[config.mk]
export PLATFORM = sky130hd
export DESIGN_NAME = ir_packet_decoder
export DESIGN_NICKNAME = d
export VERILOG_FILES = /design/src/rtl/ir_packet_decoder.sv
export SDC_FILE = /design/constraint.sdc
export NUM_CORES = 1
export LEC_CHECK = 0
export ABC_AREA = 1
export ABC_CLOCK_PERIOD_IN_PS = 4800
export CAP_MARGIN = 25
export CORE_ASPECT_RATIO = 1.1
export CORE_MARGIN = 10
export CORE_UTILIZATION = 50
export CTS_CLUSTER_SIZE = 25
export DETAILED_ROUTE_END_ITERATION = 10
export HOLD_SLACK_MARGIN = 0.1
export PLACE_DENSITY = 0.69
export SLEW_MARGIN = 20
export SYNTH_ARGS = -nofsm -noshare
export SYNTH_HDL_FRONTEND = slang
export SYNTH_SLANG_ARGS = --single-unit
[constraint.sdc]
create_clock -name CLK -period 4.8 [get_ports CLK]
set_clock_uncertainty 0.2 [all_clocks]
set_input_delay 0.48 -clock CLK [delete_from_list [all_inputs] [get_ports CLK]]
set_output_delay 0.48 -clock CLK [all_outputs]
set_load 0.01 [all_outputs]
[src/rtl/ir_packet_decoder.sv]
// IR packet decoder: synchronizes the demodulated IR envelope, measures
// burst/gap lengths in carrier-pulse units and decodes one packet
// (start, car-select, right/left/backward/forward) into a 4-bit direction word.
module ir_packet_decoder #(
    parameter int Pulse_Counter_Width = 8,
    parameter int StartBurstSize      = 192,
    parameter int CarSelectBurstSize  = 24,
    parameter int GapBurstSize        = 24,
    parameter int AssertBurstSize     = 48,
    parameter int DeAssertBurstSize   = 24,
    parameter int Tolerance           = 4
) (
    input  logic       CLK,
    input  logic       RST,
    input  logic       ir_in,
    input  logic       Pulse_Strobe,
    output logic [3:0] dir_state,
    output logic       packet_valid,
    output logic       packet_error,
    output logic       busy
);

    localparam int CW = Pulse_Counter_Width;
    typedef logic [CW-1:0] cnt_t;

    localparam cnt_t CNT_MAX  = '1;
    localparam cnt_t START_LO = cnt_t'(StartBurstSize - Tolerance);
    localparam cnt_t START_HI = cnt_t'(StartBurstSize + Tolerance);
    localparam cnt_t CS_LO    = cnt_t'(CarSelectBurstSize - Tolerance);
    localparam cnt_t CS_HI    = cnt_t'(CarSelectBurstSize + Tolerance);
    localparam cnt_t GAP_LO   = cnt_t'(GapBurstSize - Tolerance);
    localparam cnt_t GAP_HI   = cnt_t'(GapBurstSize + Tolerance);
    localparam cnt_t AS_LO    = cnt_t'(AssertBurstSize - Tolerance);
    localparam cnt_t AS_HI    = cnt_t'(AssertBurstSize + Tolerance);
    localparam cnt_t DAS_LO   = cnt_t'(DeAssertBurstSize - Tolerance);
    localparam cnt_t DAS_HI   = cnt_t'(DeAssertBurstSize + Tolerance);

    typedef enum logic [2:0] {
        S_IDLE,
        S_START,
        S_GAP,
        S_CARSEL,
        S_DATA,
        S_FINAL_GAP
    } state_t;

    // A saturated count never matches a window, even if a window reaches the max
    function automatic logic in_win(input cnt_t len, input cnt_t lo, input cnt_t hi);
        return (len != CNT_MAX) && (len >= lo) && (len <= hi);
    endfunction

    logic       meta_q, meta_d;
    logic       ir_s_q, ir_s_d;
    logic       ir_dly_q, ir_dly_d;
    cnt_t       cnt_q, cnt_d;
    state_t     state_q, state_d;
    logic [1:0] idx_q, idx_d;
    logic       exp_carsel_q, exp_carsel_d;
    logic [3:0] shadow_q, shadow_d;
    logic [3:0] dir_q, dir_d;
    logic       valid_q, valid_d;
    logic       error_q, error_d;
    logic       busy_q, busy_d;

    logic       edge_det, rise_det, fall_det;
    logic       err, bit_ok;

    // Synchronizer, edge detection and saturating segment-length counter
    always_comb begin
        meta_d   = ir_in;
        ir_s_d   = meta_q;
        ir_dly_d = ir_s_q;
        edge_det = ir_s_q ^ ir_dly_q;
        rise_det = edge_det & ir_s_q;
        fall_det = edge_det & ~ir_s_q;
        if (edge_det) begin
            cnt_d = Pulse_Strobe ? cnt_t'(1) : '0;
        end else if (Pulse_Strobe && (cnt_q != CNT_MAX)) begin
            cnt_d = cnt_q + cnt_t'(1);
        end else begin
            cnt_d = cnt_q;
        end
    end

    // Packet FSM next-state: lengths are judged on the count before the edge reload
    always_comb begin
        state_d      = state_q;
        idx_d        = idx_q;
        exp_carsel_d = exp_carsel_q;
        shadow_d     = shadow_q;
        dir_d        = dir_q;
        valid_d      = 1'b0;
        error_d      = 1'b0;
        busy_d       = busy_q;
        err          = 1'b0;
        bit_ok       = 1'b0;

        case (state_q)
            S_IDLE: begin
                if (rise_det) state_d = S_START;
            end
            S_START: begin
                if (fall_det) begin
                    if (in_win(cnt_q, START_LO, START_HI)) begin
                        state_d      = S_GAP;
                        busy_d       = 1'b1;
                        idx_d        = '0;
                        exp_carsel_d = 1'b1;
                        shadow_d     = '0;
                    end else begin
                        state_d = S_IDLE;
                    end
                end
            end
            S_GAP: begin
                if (rise_det) begin
                    if (in_win(cnt_q, GAP_LO, GAP_HI))
                        state_d = exp_carsel_q ? S_CARSEL : S_DATA;
                    else
                        err = 1'b1;
                end else if (cnt_d > GAP_HI) begin
                    err = 1'b1;
                end
            end
            S_CARSEL: begin
                if (fall_det) begin
                    if (in_win(cnt_q, CS_LO, CS_HI)) begin
                        state_d      = S_GAP;
                        exp_carsel_d = 1'b0;
                        idx_d        = '0;
                    end else begin
                        err = 1'b1;
                    end
                end
            end
            S_DATA: begin
                if (fall_det) begin
                    if (in_win(cnt_q, AS_LO, AS_HI)) begin
                        shadow_d[idx_q] = 1'b1;
                        bit_ok          = 1'b1;
                    end else if (in_win(cnt_q, DAS_LO, DAS_HI)) begin
                        shadow_d[idx_q] = 1'b0;
                        bit_ok          = 1'b1;
                    end else begin
                        err = 1'b1;
                    end
                    if (bit_ok) begin
                        if (idx_q == 2'd3) begin
                            state_d = S_FINAL_GAP;
                        end else begin
                            idx_d   = idx_q + 2'd1;
                            state_d = S_GAP;
                        end
                    end
                end
            end
            S_FINAL_GAP: begin
                if (rise_det) begin
                    err = 1'b1;
                end else if (cnt_d >= GAP_LO) begin
                    dir_d    = shadow_q;
                    valid_d  = 1'b1;
                    busy_d   = 1'b0;
                    shadow_d = '0;
                    state_d  = S_IDLE;
                end
            end
            default: state_d = S_IDLE;
        endcase

        if (err) begin
            error_d  = 1'b1;
            busy_d   = 1'b0;
            shadow_d = '0;
            state_d  = S_IDLE;
        end
    end

    // State and output registers with asynchronous reset
    always_ff @(posedge CLK or posedge RST) begin
        if (RST) begin
            meta_q       <= 1'b0;
            ir_s_q       <= 1'b0;
            ir_dly_q     <= 1'b0;
            cnt_q        <= '0;
            state_q      <= S_IDLE;
            idx_q        <= '0;
            exp_carsel_q <= 1'b0;
            shadow_q     <= '0;
            dir_q        <= '0;
            valid_q      <= 1'b0;
            error_q      <= 1'b0;
            busy_q       <= 1'b0;
        end else begin
            meta_q       <= meta_d;
            ir_s_q       <= ir_s_d;
            ir_dly_q     <= ir_dly_d;
            cnt_q        <= cnt_d;
            state_q      <= state_d;
            idx_q        <= idx_d;
            exp_carsel_q <= exp_carsel_d;
            shadow_q     <= shadow_d;
            dir_q        <= dir_d;
            valid_q      <= valid_d;
            error_q      <= error_d;
            busy_q       <= busy_d;
        end
    end

    assign dir_state    = dir_q;
    assign packet_valid = valid_q;
    assign packet_error = error_q;
    assign busy         = busy_q;

endmodule

---- Word level (Yosys, flattened, before mapping) ----
Index checks and enable logic that the tools add are counted.
cells by class
  add/subtract/negate cells ............... 2
  magnitude comparators ................... 10
  equal/unequal tests ..................... 26
  reductions and logical operators ........ 19
  mux-type cells .......................... 62
  bitwise operators ....................... 8
operators by type and width
  cell                 number
  $mux 3               13
  $ne 3x3->1 const B   11
  $mux 4               8
  $mux 1               24
  $pmux 3 s6           1
  $ge 8x5->1 const B   2
  $mux 2               8
  $mux 8               2
  $ne 2x2->1 const B   7
  $pmux 4 s3           1
  $reduce_and 10->1    1
  $reduce_and 5->1     2
  $add 8x1->8 const B  1
  $ge 8x6->1 const B   1
  $ge 8x8->1 const B   1
  $gt 8x5->1 const B   1
  $le 8x5->1 const B   1
  $le 8x6->1 const B   1
  $le 8x8->1 const B   1
  $logic_and 1x1->1    8
  $ne 8x8->1 const B   1
  $reduce_and 8->1     1
  $reduce_and 7->1     1
  $eq 3x2->1 const B   2
  other kinds (22)     27
word-level totals
  flip-flop bits (word level) ............. 28

---- Depth between registers and ports, before layout ----
  depth in word-level cells ............... 11
  depth in mapped cells ................... 16
  mapped depth without buffers ............ 16

---- Worst setup path after synthesis ----
No wires, ideal clock.
  path type ............................... register to register
  start ................................... register cnt_q[0]
  end ..................................... register dir_q[0] (netlist: dir_state[0])
  path slack .............................. 2.598 ns
  data arrival time ....................... 1.874 ns
  buffers on the path ..................... 0
  library setup time ...................... 0.128 ns
  cell stages (with the launch flop) ...... 15
  cells stage by stage .................... dfrtp_1 ha_1 inv_1 nor2_8 nand2_2 nand2_2 nand2_1 nand2_1 nand2_1 nand2_1 nand2_1 nand2_2 nand2_2 nor2_8 mux2_1
on the way
  word-level cells in the longest chain between the ends .. 6
  elaborated cells on any way between the ends .. 7
  those cells by class .................... add/sub (1); order compare (1); eq/ne (1); mux (2); reduce/logical (2)
ends and longest elaborated chain
  item                                                                 RTL line  source
  start: declaration                                                   55        cnt_t cnt_q, cnt_d;
  start signal: assignment                                             198       cnt_q <= cnt_d;
  parallel branches: the longest is 2 deep, another holds $add 8x1->8  n/a
  $mux 8 *                                                             78        end else if (Pulse_Strobe && (cnt_q != CNT_MAX)) begin
  $mux 8 *                                                             76        if (edge_det) begin
  $ge 8x5->1 *                                                         160       end else if (cnt_d >= GAP_LO) begin
  $reduce_and 3->1 (no source line) *                                  n/a
  end signal: assignment                                               203       dir_q <= dir_d;
  end: declaration                                                     60        logic [3:0] dir_q, dir_d;
Mark *: on every way between the ends.
A chain may end at the register's enable or synchronous reset.

---- Worst setup path after layout ----
  start ................................... input Pulse_Strobe
  end ..................................... register shadow_q[1]
on the way
  word-level cells in the longest chain between the ends .. 9
  elaborated cells on any way between the ends .. 18
  those cells by class .................... order compare (2); eq/ne (6); mux (7); reduce/logical (3)
ends and longest elaborated chain
  item                                                 RTL line  source
  start: declaration                                   16        input logic Pulse_Strobe,
  $logic_and 1x1->1 *                                  78
  $mux 8 *                                             78
  $mux 8 *                                             76
  via cnt_d[5]                                         55
  $gt 8x5->1                                           121       end else if (cnt_d > GAP_HI) begin
  $mux 1                                               121
  $mux 1                                               116       if (rise_det) begin
  $pmux 1 s4                                           98        case (state_q)
  $ne 4x4->1 (no source line) (tied with other cells)  n/a
  $reduce_and 7->1 (no source line)                    n/a
  end signal: assignment                               202       shadow_q <= shadow_d;
  end: declaration                                     59        logic [3:0] shadow_q, shadow_d;
The timed path passes the listed nets; every way through them passes the cells marked *.

==> results by group <==
Status
  – Status: completed

Cells and area
  – Layout net count: 273
  – Design area: 2180 µm²
  – Register Area: about 700 µm²
  – Layout cells sized above 1: 12.7%
  – Antenna diodes: 0
  – Area growth syn-to-layout: 13.0%
  – Non-Filler Instances: 310
  – Util after Layout: about three fifths
  – Area of the multi-input gates: around 1100 µm²
  – Layout fillers: between 300 and 400
  – Most frequent cells in the layout: 59 x nand2_1, 37 x inv_1, 28 x dfrtp_1
  – Commonest non-fill, non-tap cell in the layout: nand2_1

Die
  – Core Footprint: about 3700 µm²
  – Std-Cell Rows: 23
  – Die H: about 85 µm
  – Die Area: 6750 µm²
  – Die width: around 79 µm
  – Initial Util: a little over half
  – I/O pins: 11

Yosys
  – Sequential share of the synthesized area: a little over a third
  – Syn Area/Cell: just under 8 µm²
  – Post-synth cell types: 33
  – Post-synth top area share: about 36%
  – Synth Flop Type: dfrtp_1
  – Largest cells by area after synthesis: dfrtp_1 36%, nand2_1 11%, inv_1 7.2%
  – Mapped Nets: approximately 260
  – Post-synthesis cell area: roughly 1900 µm²
  – Synth area leader: dfrtp_1
  – Post-synth EDFFs: 0
  – Post-synthesis async set-or-reset flop share: 100%
  – Syn. warnings: 0
  – Post-Synthesis Cells: around 250
  – Synth Register Bits: 28

Global route
  – Antenna violations before repair: 0
  – Pin count of the biggest net entering global routing: 17
  – GRT overflow: 0
  – Vias in the first global route: 1,572
  – Global-route wire length before repair: between 7000 and 8000 µm
  – GR Util All Layers: between 10% and 20%

Routing
  – DRT Wirelength: about 4100 µm
  – DR WL/cell: approximately 13 µm
  – Number of vias per cell: around 5.4
  – Antenna Nets Post-Route: 0
  – Residual DRC count: 0
  – Overall via count from detail_route: between 1,500 and 2,000
  – Initial drt markers: between 80 and 90
  – DR pass1 iterations: 5

CTS
  – H-tree depth: 1
  – Worst-Skew Late Latency: about 0.28 ns
  – Clock root buffer: clkbuf_8
  – Clock Sinks: 28
  – CTS tree: yes
  – Setup Buffers After CTS: 0
  – Resized Gates After CTS: 0
  – # hold bufs at CTS: 0
  – Max Buffers Root-to-Sink: 2
  – TritonCTS Buffers: 3
  – Register clock-pin slew on the reported worst setup and hold paths: 0.10 ns

Timing
  – RSZ-0062 raised after global routing: no
  – Worst Hold Slack: approximately 0.16 ns
  – Final hold violation count: 0
  – Worst Tran Pin Value: 0.581 ns
  – Period utilisation layout: between 50 and 60%
  – Tmin final: 2.54 ns
  – Fmax: 0.394 GHz
  – Slew HR: 61.2%
  – Fin. max-slew vios: 0
  – Final setup TNS: 0 ns
  – Final setup violation count: 0

Power and ir drop
  – Worst vdd ir: approximately 0.19 mV
  – Pleak: approximately 1.2 nW
  – Power per cell area: approximately 350 nW/µm²

Run
  – Max-capacitance violation count: 0

Critical path
  – Maximum fanout along the worst path: 10
  – Critical path launch point type: input pin
  – Required @ worst endpoint: about 4.8 ns
  – WS Path Type: input pin to flop
  – CP arrival: 2.57 ns
  – Reg2Reg Setup Slack: 2.39 ns
  – CP Capture Type: flop

Placement
  – Gp weighted congestion: approximately 0.82
  – Final HPWL from detailed placement: between 3000 and 4000 µm
  – Dpl cells: approximately 310
  – Area of placed instances: 2110 µm²
  – Buffers on Ports: 10

Hold path
  – Hold Crit Class: flop to flop
==> stage by stage <==
stage / power [mW] / setup slack, ns
global placement: 0.579 / 1.99
CTS: 0.774 / 2.28
detailed placement: 0.586 / 1.98
global route: 0.829 / 2.02
floorplan: 0.514 / 2.60
finish: 0.768 / 2.26
==> report_power, final <==
group / internal (mW) / switching, mW
Combinational: 0.105 / 0.184
Sequential: 0.262 / 0.0322
Clock: 0.112 / 0.0724
==> registers in the layout (all words and copies together), names as in the netlist <==
| signal | count |
|---|---|
| ir_s_d | 1 |
| busy | 1 |
| cnt_q | 8 |
| exp_carsel_q | 1 |
| state_q | 3 |
| ir_dly_d | 1 |
| idx_q | 2 |
| packet_valid | 1 |
| packet_error | 1 |
| shadow_q | 4 |
| ir_dly_q | 1 |
| dir_state | 4 |
==> critical path: stages <==
cell	delay, ns
clkdlybuf4s50_1	0.70
inv_2	0.08
nor3_2	0.30
nand3_2	0.12
nand2_1	0.10
nor2_2	0.05
nor2_2	0.10
nand2_2	0.08
a21oi_4	0.15
nand3_4	0.15
nand3_2	0.13
nand2_1	0.07
nand2_1	0.06
==> path summary, 6_finish.rpt <==
| path | from | to | cells past startpoint |
|---|---|---|---|
| setup / recovery | Pulse_Strobe | shadow_q[1]$_DFFE_PP0P_ | 13 |
| hold / removal | ir_s_d$_DFF_PP0_ | ir_dly_d$_DFF_PP0_ | 0 |
| setup reg to reg | cnt_q[0]$_DFF_PP0_ | dir_state[2]$_DFFE_PP0P_ | 14 |
| hold reg to reg | ir_s_d$_DFF_PP0_ | ir_dly_d$_DFF_PP0_ | 0 |
| max in group asynchronous | RST | ir_dly_d$_DFF_PP0_ | 3 |
| min in group asynchronous | RST | packet_valid$_DFF_PP0_ | 2 |
==> layer usage <==
metal  GRT usage, %  part of all wire, %  up-vias
met5              0                    0        -
met3           1.69                  3.3        7
met2           21.5                   49       42
li1               -                    -      839
met1           15.7                   46      780
met4           5.87                  1.9        0
==> Yosys cell counts, drive strengths merged, types with 2 or more instances <==
cell    count
nand2      67
inv        41
dfrtp      28
nand3      27
nor2       25
nand4      15
ha          8
o21ai       7
a21oi       6
o211ai      5
mux2        3
buf         2
nor3        2
o31ai       2
==> kinds of logic after synthesis <==
logic type,after synthesis,synth area share (%)
buffers and inverters,43,8.48
xor gates and xnor gates,1,0.453
AOI/OAI and AO/OA,27,10.5
adders and majority gates,8,5.18
and+or+nand+nor,136,36.9
DFF,28,36.3
muxes,4,2.27
==> cell type report <==
class | count | area share [%]
clock buffers | 3 | 1.89
clock inverters | 1 | 1.38
inverters | 41 | 7.05
multi-input cells | 176 | 48.9
flip-flops and latches | 28 | 32.1
well taps | 50 | 2.87
repair buffers | 11 | 5.85
Note: power is estimated with default switching activity, not from simulation.
